$ cat src/rtl/rr_packet_arbiter_pkg.sv
// Shared definitions for the round-robin arbiters.
// Contents:
//   arb_state_t - arbiter FSM encoding (ARB_IDLE / ARB_LOCKED)
//   clog2       - constant-foldable ceiling log2, for deriving index widths
package rr_packet_arbiter_pkg;

  typedef enum logic {
    ARB_IDLE   = 1'b0,
    ARB_LOCKED = 1'b1
  } arb_state_t;

  // Returns the number of bits needed to index n items (n >= 2).
  function automatic int clog2(input int n);
    int r;
    r = 0;
    for (int i = 0; i < 31; i++) begin
      if ((1 << i) < n) r = i + 1;
    end
    return r;
  endfunction

endpackage

$ cat src/rtl/rr_packet_arbiter_if.sv
// Request/grant bundle between the input buffers (master) and the arbiter
// (slave).
// Signals:
//   req_i         per-input request, N-hot
//   last_i        per-input tail-flit marker
//   ack_i         downstream accepted the granted flit
//   grant_o       one-hot grant or all-zero
//   grant_valid_o |grant_o
//   grant_idx_o   binary index of the granted input, 0 when no grant
//   lock_o        a packet currently holds the output
interface rr_packet_arbiter_if
  import rr_packet_arbiter_pkg::*;
#(
  parameter int IN_N  = 5,
  parameter int IDX_W = clog2(IN_N)
);

  logic [IN_N-1:0]  req_i;
  logic [IN_N-1:0]  last_i;
  logic             ack_i;
  logic [IN_N-1:0]  grant_o;
  logic             grant_valid_o;
  logic [IDX_W-1:0] grant_idx_o;
  logic             lock_o;

  modport master (
    output req_i, last_i, ack_i,
    input  grant_o, grant_valid_o, grant_idx_o, lock_o
  );

  modport slave (
    input  req_i, last_i, ack_i,
    output grant_o, grant_valid_o, grant_idx_o, lock_o
  );

endinterface

$ cat src/rtl/rr_packet_arbiter_priority_select.sv
// rr_priority_select: combinational find-first-at-or-after-pointer.
// Ports:
//   req    in  IN_N   request vector
//   ptr    in  IDX_W  highest-priority index (< IN_N)
//   onehot out IN_N   one-hot winner, all-zero when req == 0
//   idx    out IDX_W  winner index, 0 when req == 0
//   valid  out 1      any request present
module rr_priority_select
  import rr_packet_arbiter_pkg::*;
#(
  parameter int IN_N  = 5,
  parameter int IDX_W = clog2(IN_N)
) (
  input  logic [IN_N-1:0]  req,
  input  logic [IDX_W-1:0] ptr,
  output logic [IN_N-1:0]  onehot,
  output logic [IDX_W-1:0] idx,
  output logic             valid
);

  logic [IN_N-1:0] rot;
  int              off;
  int              idx_sum;

  always_comb begin
    // Doubling the vector lets a plain right shift act as a rotation, so
    // bit 0 of rot is req[ptr] and bit k is req[(ptr+k) mod IN_N].
    rot     = IN_N'({req, req} >> ptr);
    valid   = 1'b0;
    off     = 0;
    // Scan downward so the lowest set offset is the one left standing.
    for (int i = IN_N - 1; i >= 0; i--) begin
      if (rot[i]) begin
        valid = 1'b1;
        off   = i;
      end
    end
    idx_sum = int'(ptr) + off;
    if (idx_sum >= IN_N) idx_sum = idx_sum - IN_N;
    idx = valid ? IDX_W'(idx_sum) : '0;
  end

  for (genvar gi = 0; gi < IN_N; gi++) begin : g_onehot
    assign onehot[gi] = valid && (idx == IDX_W'(gi));
  end

endmodule

$ cat src/rtl/rr_packet_arbiter.sv
// rr_packet_arbiter: work-conserving round-robin arbiter for a switch output
// port, with optional wormhole locking from head flit to tail flit.
// Ports:
//   clk_i  clock
//   rst_ni synchronous active-low reset
//   bus    rr_packet_arbiter_if.slave (req/last/ack in, grant/idx/lock out)
module rr_packet_arbiter
  import rr_packet_arbiter_pkg::*;
#(
  parameter int IN_N    = 5,
  parameter bit LOCK_EN = 1'b1,
  parameter int IDX_W   = clog2(IN_N)
) (
  input  logic                 clk_i,
  input  logic                 rst_ni,
  rr_packet_arbiter_if.slave   bus
);

  arb_state_t       state_reg, state_next;
  logic [IDX_W-1:0] ptr_reg, ptr_next;
  logic [IDX_W-1:0] owner_reg, owner_next;

  logic [IN_N-1:0]  sel_onehot;
  logic [IDX_W-1:0] sel_idx;
  logic             sel_valid;
  logic [IN_N-1:0]  owner_onehot;

  logic [IN_N-1:0]  grant;
  logic             grant_valid;
  logic [IDX_W-1:0] grant_idx;

  function automatic logic [IDX_W-1:0] next_idx(input logic [IDX_W-1:0] i);
    return (i == IDX_W'(IN_N - 1)) ? '0 : i + 1'b1;
  endfunction

  rr_priority_select #(
    .IN_N  (IN_N),
    .IDX_W (IDX_W)
  ) u_select (
    .req    (bus.req_i),
    .ptr    (ptr_reg),
    .onehot (sel_onehot),
    .idx    (sel_idx),
    .valid  (sel_valid)
  );

  for (genvar gi = 0; gi < IN_N; gi++) begin : g_owner
    assign owner_onehot[gi] = (owner_reg == IDX_W'(gi));
  end

  // State register
  always_ff @(posedge clk_i) begin
    if (!rst_ni) begin
      state_reg <= ARB_IDLE;
      ptr_reg   <= '0;
      owner_reg <= '0;
    end else begin
      state_reg <= state_next;
      ptr_reg   <= ptr_next;
      owner_reg <= owner_next;
    end
  end

  // Next-state logic; nothing moves unless a granted flit is acked.
  always_comb begin
    state_next = state_reg;
    ptr_next   = ptr_reg;
    owner_next = owner_reg;
    if (grant_valid && bus.ack_i) begin
      if (state_reg == ARB_IDLE) begin
        if (!LOCK_EN || (|(bus.last_i & grant))) begin
          ptr_next = next_idx(grant_idx);
        end else begin
          state_next = ARB_LOCKED;
          owner_next = grant_idx;
        end
      end else if (|(bus.last_i & owner_onehot)) begin
        state_next = ARB_IDLE;
        ptr_next   = next_idx(owner_reg);
      end
    end
  end

  // Output logic; while locked, a missing owner request gives a bubble
  // rather than letting another input in.
  always_comb begin
    grant       = '0;
    grant_valid = 1'b0;
    grant_idx   = '0;
    if (rst_ni) begin
      if (state_reg == ARB_IDLE) begin
        grant       = sel_onehot;
        grant_valid = sel_valid;
        grant_idx   = sel_idx;
      end else if (|(bus.req_i & owner_onehot)) begin
        grant       = owner_onehot;
        grant_valid = 1'b1;
        grant_idx   = owner_reg;
      end
    end
  end

  assign bus.grant_o       = grant;
  assign bus.grant_valid_o = grant_valid;
  assign bus.grant_idx_o   = grant_idx;
  assign bus.lock_o        = (state_reg == ARB_LOCKED);

endmodule

$ cat src/flat_wrapper.sv
// flat-port wrapper written by rule: the top's interface ports become plain ports
module rr_packet_arbiter_flat import rr_packet_arbiter_pkg::*;
#(
  parameter int IN_N    = 5,
  parameter bit LOCK_EN = 1'b1,
  parameter int IDX_W   = clog2(IN_N)
)
  (clk_i, rst_ni, bus_req_i, bus_last_i, bus_ack_i, bus_grant_o, bus_grant_valid_o, bus_grant_idx_o, bus_lock_o);
  rr_packet_arbiter_if #(.IN_N(IN_N), .IDX_W(IDX_W)) bus_i ();
  input  logic clk_i;
  input  logic rst_ni;
  input wire logic [$bits(bus_i.req_i)-1:0] bus_req_i;
  input wire logic [$bits(bus_i.last_i)-1:0] bus_last_i;
  input wire logic [$bits(bus_i.ack_i)-1:0] bus_ack_i;
  output wire logic [$bits(bus_i.grant_o)-1:0] bus_grant_o;
  output wire logic [$bits(bus_i.grant_valid_o)-1:0] bus_grant_valid_o;
  output wire logic [$bits(bus_i.grant_idx_o)-1:0] bus_grant_idx_o;
  output wire logic [$bits(bus_i.lock_o)-1:0] bus_lock_o;
  assign bus_i.req_i = bus_req_i;
  assign bus_i.last_i = bus_last_i;
  assign bus_i.ack_i = bus_ack_i;
  assign bus_grant_o = bus_i.grant_o;
  assign bus_grant_valid_o = bus_i.grant_valid_o;
  assign bus_grant_idx_o = bus_i.grant_idx_o;
  assign bus_lock_o = bus_i.lock_o;
  rr_packet_arbiter #(.IN_N(IN_N), .LOCK_EN(LOCK_EN), .IDX_W(IDX_W)) u_core (.clk_i(clk_i), .rst_ni(rst_ni), .bus(bus_i));
endmodule
$ cat config.mk
export PLATFORM = sky130hd
export DESIGN_NAME = rr_packet_arbiter_flat
export DESIGN_NICKNAME = d
export VERILOG_FILES = /design/src/rtl/rr_packet_arbiter_pkg.sv /design/src/rtl/rr_packet_arbiter_if.sv /design/src/rtl/rr_packet_arbiter_priority_select.sv /design/src/rtl/rr_packet_arbiter.sv /design/src/flat_wrapper.sv
export SDC_FILE = /design/constraint.sdc
export NUM_CORES = 1
export LEC_CHECK = 0
export CAP_MARGIN = 15
export CORE_MARGIN = 2
export CORE_UTILIZATION = 40
export CTS_BUF_LIST = sky130_fd_sc_hd__clkbuf_4 sky130_fd_sc_hd__clkbuf_8
export CTS_CLUSTER_SIZE = 24
export DETAILED_ROUTE_END_ITERATION = 8
export HOLD_SLACK_MARGIN = 0.02
export PLACE_DENSITY = 0.75
export REMOVE_ABC_BUFFERS = 1
export SKIP_CTS_REPAIR_TIMING = 1
export SYNTH_ARGS = -nofsm -noshare
export SYNTH_HDL_FRONTEND = slang
export SYNTH_HIERARCHICAL = 1
export SYNTH_SLANG_ARGS = --single-unit
$ cat constraint.sdc
create_clock -name clk_i -period 4.4 [get_ports clk_i]
set_input_delay 0.44 -clock clk_i [delete_from_list [all_inputs] [get_ports clk_i]]
set_output_delay 0.44 -clock clk_i [all_outputs]
set_load 0.02 [all_outputs]
### Yosys cells after proc, flatten, opt, wreduce, memory -nomap -nowiden

Cells that the tools add are included.
W data, S select, Z words.

* shift operators: 1
* reductions and logical operators: 14
* multipliers: 0
* add/subtract/negate cells: 4
* bitwise logic cells: 5
* equality and inequality tests: 10
* div/mod/pow operators: 0
* $lt $le $gt $ge: 1
* muxes and demuxes: 29

Operators by type and width (number)
* $mux W32: 4
* $mux W3: 11
* $add A4 B32 Y32: 1
* $ge A32 B4 Y1 const B: 1
* $and A5 B5 Y5: 3
* $mux W5: 3
* $reduce_or A5 Y1: 3
* $eq A3 B2 Y1 const B: 4
* $mux W1: 11
* $shr A10 B3 Y5: 1
* $eq A3 B3 Y1 const B: 3
* $add A3 B1 Y3 const B: 2
* $eq A3 B1 Y1 const B: 2
* $logic_and A1 B1 Y1: 6
* $logic_not A3 Y1: 2
* $reduce_and A3 Y1: 2
* $sub A3 B3 Y3 const B: 1
* $ne A2 B2 Y1 const B: 1
* $not A1 Y1: 2
* $reduce_bool A2 Y1: 1

* memory bits (writable): 0
* memories: 0
* latch bits: 0
* bits of input ports: 13
* word-level logic and storage cells: 67
* ROM bits: 0
* output and inout port bits: 10
* register bits: 7

### Longest topological paths before layout

* word-level depth: 18
* depth in mapped cells: 22
* mapped depth without buffers: 20

### By module

Netlist, hierarchy kept.

By module, submodules not included
* rr_packet_arbiter: cells each 99, area an instance 827.0 um2, sequential area each 140.1 um2, instances 1
* rr_priority_select: cells each 87, area an instance 726.9 um2, sequential area each 0.0 um2, instances 1

### Least setup slack after synthesis

Ideal clock, no wire load.

* path kind: register -> register
* from: reg u_core.ptr_reg[2]
* to: reg u_core.ptr_reg[2]
* data required time: 4.328 ns
* cell stages (with the launch flop): 23
* arrival time: 4.266 ns
* clock period less this slack: 4.338 ns
* library setup time: 0.072 ns
* slack: 0.062 ns
* buffers on the path: 2
* cell sequence: dfxtp_1 > buf_6 > buf_8 > mux2i_1 > mux2i_1 > o21ai_1 > o22ai_1 > a32o_1 > ha_1 > fa_1 > inv_1 > ha_1 > nand2b_1 > a221oi_2 > nor2b_1 > nor3_2 > mux2i_1 > nor2_1 > ha_1 > a21bo_2 > a21oi_1 > o21ai_0 > mux2i_1

* elaborated cells on any way between the ends: 42
* classes of those cells: add/sub (3); order compare (1); eq/ne (5); shift (1); mux (21); bitwise (1); reduce/logical (10)

RTL lines
* start: declaration: line rr_packet_arbiter.sv:20 `logic [IDX_W-1:0] ptr_reg, ptr_next;`
* start signal: assignment: line rr_packet_arbiter.sv:59 `ptr_reg <= ptr_next;`
* $shr A10 B3 Y5: line rr_packet_arbiter_priority_select.sv:28 `rot = IN_N'({req, req} >> ptr);`
* $mux W3: line rr_packet_arbiter_priority_select.sv:33 `if (rot[i]) begin`
* $mux W32 (4 in series): line rr_packet_arbiter_priority_select.sv:33
* $add A4 B32 Y32: line rr_packet_arbiter_priority_select.sv:38 `idx_sum = int'(ptr) + off;`
* $ge A32 B4 Y1: line rr_packet_arbiter_priority_select.sv:39 `if (idx_sum >= IN_N) idx_sum = idx_sum - IN_N;`
* $mux W3: line rr_packet_arbiter_priority_select.sv:39
* $mux W3 (*): line rr_packet_arbiter_priority_select.sv:40 `idx = valid ? IDX_W'(idx_sum) : '0;`
* named net u_core.sel_idx[1]: line rr_packet_arbiter.sv:24 `logic [IDX_W-1:0] sel_idx;`
* $mux W3 (*): line rr_packet_arbiter.sv:91 `if (state_reg == ARB_IDLE) begin`
* $mux W3 (*): line rr_packet_arbiter.sv:90 `if (rst_ni) begin`
* named net bus_grant_idx_o[1]: line flat_wrapper.sv:17 `output wire logic [$bits(bus_i.grant_idx_o)-1:0] bus_grant_idx_o;`
* $add A3 B1 Y3 or $eq A3 B3 Y1 (tied branches): line rr_packet_arbiter.sv:33 `return (i == IDX_W'(IN_N - 1)) ? '0 : i + 1'b1;`
* $mux W3 (*): line rr_packet_arbiter.sv:33
* $mux W3 (*): line rr_packet_arbiter.sv:71 `if (!LOCK_EN || (|(bus.last_i & grant))) begin`
* $mux W3 (*): line rr_packet_arbiter.sv:70 `if (state_reg == ARB_IDLE) begin`

The timed path passes the listed nets; every way through them passes the cells marked *. The select of a mux whose other input is x is not followed.
A chain may end at the register's enable or synchronous reset.

### Final worst setup path

* from: reg u_core.ptr_reg[2]
* to: reg u_core.ptr_reg[2]

* longest elaborated chain between the ends: 18
* elaborated cells on any way between the ends: 42
* classes of those cells: add/sub (3); order compare (1); eq/ne (5); shift (1); mux (21); bitwise (1); reduce/logical (10)

RTL lines
* $shr A10 B3 Y5: line rr_packet_arbiter_priority_select.sv:28
* $mux W3: line rr_packet_arbiter_priority_select.sv:33
* $mux W32 (4 in series): line rr_packet_arbiter_priority_select.sv:33
* $add A4 B32 Y32: line rr_packet_arbiter_priority_select.sv:38
* $ge A32 B4 Y1: line rr_packet_arbiter_priority_select.sv:39
* $mux W3: line rr_packet_arbiter_priority_select.sv:39
* $mux W3 (*): line rr_packet_arbiter_priority_select.sv:40
* named net u_core.sel_idx[1]: line rr_packet_arbiter.sv:24
* $eq A3 B1 Y1, or another cell as far along: line rr_packet_arbiter_priority_select.sv:44 `assign onehot[gi] = valid && (idx == IDX_W'(gi));`
* $logic_and A1 B1 Y1: line rr_packet_arbiter_priority_select.sv:44
* $mux W5: line rr_packet_arbiter.sv:91
* $mux W5: line rr_packet_arbiter.sv:90
* $and A5 B5 Y5: line rr_packet_arbiter.sv:71
* $reduce_or A5 Y1: line rr_packet_arbiter.sv:71
* $reduce_bool A2 Y1 (no source line)
* $reduce_and A3 Y1 (no source line)

Marks and branches as above.

==> impl_metrics.py <==
metrics = {
    "status": {
        "status": "complete, but fails checks",
        "violations": "negative setup slack",
    },
    "floorplanning": {
        "dieArea_um2": 4400,
        "core-area_um2": 3690,
        "die_x_um": 66.3,
        "pin_count": 23,
        "fp-row-count": 22,
        "die_h_um": 66.3,
        "initial_core_util": 0.421,
    },
    "clock_network": {
        "cts_made_buffers": 3,
        "root_buffer": "clkbuf_8",
        "ctsHtreeMaxLevel": 1,
        "clk_latency_ns": 0.23,
        "cts_tree": "yes",
        "clkSinkCount": 7,
        "clk_path_buf_depth": 2,
        "cts.clk_slew.worst_paths_ns": 0.04,
    },
    "sta": {
        "finalCriticalPeriod_ns": 4.48,
        "setup_ws_ns": -0.0792,
        "fin_tns_setup_ns": -0.119,
        "final-max-slew-violation-count": 0,
        "rsz0062_at_grt": "yes",
        "worst_pin_slew_ns": 0.858,
        "max-slew-margin-rel": 0.427,
        "setup_viol": 3,
        "period_share": 1.02,
        "finalHoldViolCount": 0,
        "fin_worst_skew_ns": 0.00169,
        "fmax_mhz": 223,
    },
    "synth": {
        "synthXorXnorAreaFrac": 0.0225,
        "syn_area_per_cell_um2": 8.35,
        "synth_compound_area_frac": 0.269,
        "synth_commonest_cells": "mux2i_1 (20), nor2_1 (16), a21oi_1 (12), ha_1 (12), nand2_1 (10)",
        "synthCells": 186,
        "yosys_warnings": 6,
        "synth_cell_type_count": 56,
        "dominantRegCellSynth": "dfxtp_1",
        "synthAdderAreaFrac": 0.110,
        "ys_ff_latch": 7,
        "netlist_area_um2": 1550,
        "synthMuxAreaShare": 0.172,
        "yosysTopAreaCell": "mux2i_1",
        "yosys.area_share.simple": 0.256,
        "synth_top_family_by_area": "compound AO/OA/AOI/OAI gates",
        "synthArstFlopShare": 0,
        "synth-edff-count": 0,
        "synth_top_area_frac": 0.129,
        "synth.area.top_cells": "mux2i_1 (13%), ha_1 (9.7%), dfxtp_1 (9.0%), a21oi_1 (3.9%), nor3_2 (3.9%)",
        "seq_area_frac_synth": 0.0902,
        "synth.most_common_cell": "mux2i_1",
    },
    "global_routing": {
        "grt_pass1_wl_mm": 6.44,
        "first_global_vias": 1455,
        "antenna_found_initial": 0,
        "track_usage": 0.184,
        "grt_max_degree": 27,
        "gr-total-overflow": 0,
    },
    "placement": {
        "portBuffers": 22,
        "dp_hpwl_mm": 2.97,
        "place_inst": 279,
        "place.gp.congestion": 0.870,
    },
    "setup_path": {
        "crit_arrival_ns": 4.63,
        "reg2reg_from": "u_core/ptr_reg[2]",
        "worstPathRequired_ns": 4.55,
        "ff2ff_setup_slack_ns": -0.08,
        "r2r_cells": 23,
        "criticalPathCategory": "register to register",
        "r2r_end": "u_core/ptr_reg[2]",
        "crit_path_max_fanout": 5,
        "endpoint_kind": "register",
        "critPathLaunchType": "register",
    },
    "worst_hold_path": {
        "hold_path_depth": 2,
        "hold_start": "u_core/ptr_reg[1]",
        "hold_path_class": "register to register",
        "min_to": "u_core/ptr_reg[1]",
    },
    "route": {
        "ant_nets": 0,
        "drtIter0Drc": 59,
        "wl_met2_mm": 2.11,
        "vias": 1578,
        "avgRoutedWirePerCell_um": 14.2,
        "routedLengthMet1_mm": 1.84,
        "top_layer": "met4",
        "vias_per_cell": 5.42,
        "drc": 0,
        "first_pass_iters": 4,
        "routed_wl_mm": 4.12,
        "wl_met3_um": 153,
    },
    "power": {
        "ir_worst_vdd_mv": 0.202,
        "power.leakage_nw": 1.06,
        "powerDensity_nw_per_um2": 291,
    },
    "finish": {
        "drive_gt1_frac": 0.412,
        "final_cells": 291,
        "antennaDiodeCount": 0,
        "nNetsFinal": 270,
        "fillCellCount": 352,
        "area_growth_pct": 43.6,
    },
    "run": {
        "cap_violations": 0,
    },
}
stage by stage:
| step | instance area, um^2 | util | power [mW] | worst slack (ns) | hold WS (ns) |
|---|---|---|---|---|---|
| global route | 2230 | 0.605 | 0.698 | -0.330 | 0.568 |
| finish | 2230 | 0.605 | 0.649 | -0.0792 | 0.534 |
| floorplan | 1460 | - | 0.340 | -0.0803 | 0.546 |
| detailed placement | 2010 | 0.544 | 0.502 | -0.712 | 0.569 |
| CTS | 2060 | 0.557 | 0.604 | -0.746 | 0.580 |
| global placement | 2010 | 0.544 | 0.493 | -0.596 | 0.538 |
layout by cell type (no fill, tap or decap), drive strengths merged, types with 6 or more instances in the layout:
cell type	count
buf	44
mux2i	20
nor2	16
a21oi	12
ha	12
nand2	11
clkdlybuf4s50	9
clkbuf	9
nand2b	8
inv	8
nor2b	8
nor3	7
dfxtp	7
dlymetal6s2s	6
mux2	6
routing by layer:
metal	track usage	vias to the layer above
met5	0	-
met4	0.0281	0
met1	0.232	747
li1	-	796
met3	0.0409	2
met2	0.325	33
report_power, final:
| group | switching, mW | internal (mW) | leakage (nW) |
|---|---|---|---|
| sequential | 0.0173 | 0.0691 | 0.0589 |
| clock | 0.0275 | 0.0688 | 0.0262 |
| combinational | 0.226 | 0.240 | 0.972 |
| total | 0.271 | 0.378 | 1.06 |
worst max-delay path by stage:
stage | slack, ns | cells past startpoint | to | startpoint
finish | -0.08 | 23 | u_core/ptr_reg[2] | u_core/ptr_reg[2]
global route | -0.33 | 23 | u_core/ptr_reg[2] | u_core/ptr_reg[2]
detailed placement | -0.71 | 19 | bus_grant_o[2] | bus_req_i[4]
CTS | -0.75 | 19 | bus_grant_o[2] | bus_req_i[4]
floorplan | -0.08 | 20 | u_core/ptr_reg[2] | u_core/ptr_reg[2]
global placement | -0.60 | 19 | bus_grant_o[2] | bus_req_i[4]
cell families after synthesis:
group	count (synthesis)
adder cells (fa/ha/maj)	13
XOR/XNOR	4
multiplexers	26
AO/OA/AOI/OAI	52
buffers and inverters	19
AND/OR/NAND/NOR	65
flip-flops	7
critical path: stages (launching register included):
cell and delay, ns:
dfxtp_4 0.36, buf_12 0.11, mux2i_2 0.22, mux2i_1 0.12, o21ai_2 0.21, o22ai_1 0.09
a32o_1 0.24, ha_2 0.19, fa_1 0.58, inv_2 0.07, ha_4 0.15, nand2b_4 0.14
a221oi_4 0.26, buf_6 0.16, buf_6 0.10, nor2b_4 0.04, nor3_2 0.20, mux2i_1 0.12
or2_1 0.26, ha_2 0.17, nand4bb_1 0.20, a21oi_2 0.18, o21ai_1 0.08, mux2i_1 0.14
cell type report:
type	count	area [um^2]	share of cell area
multi-input cells	160	1390	0.621
repair buffers	64	558	0.250
flip-flops and latches	7	149	0.0667
well taps	48	60.1	0.0269
clock buffers	4	48.8	0.0219
inverters	8	30.0	0.0135
(Power assumes the default switching activity.)
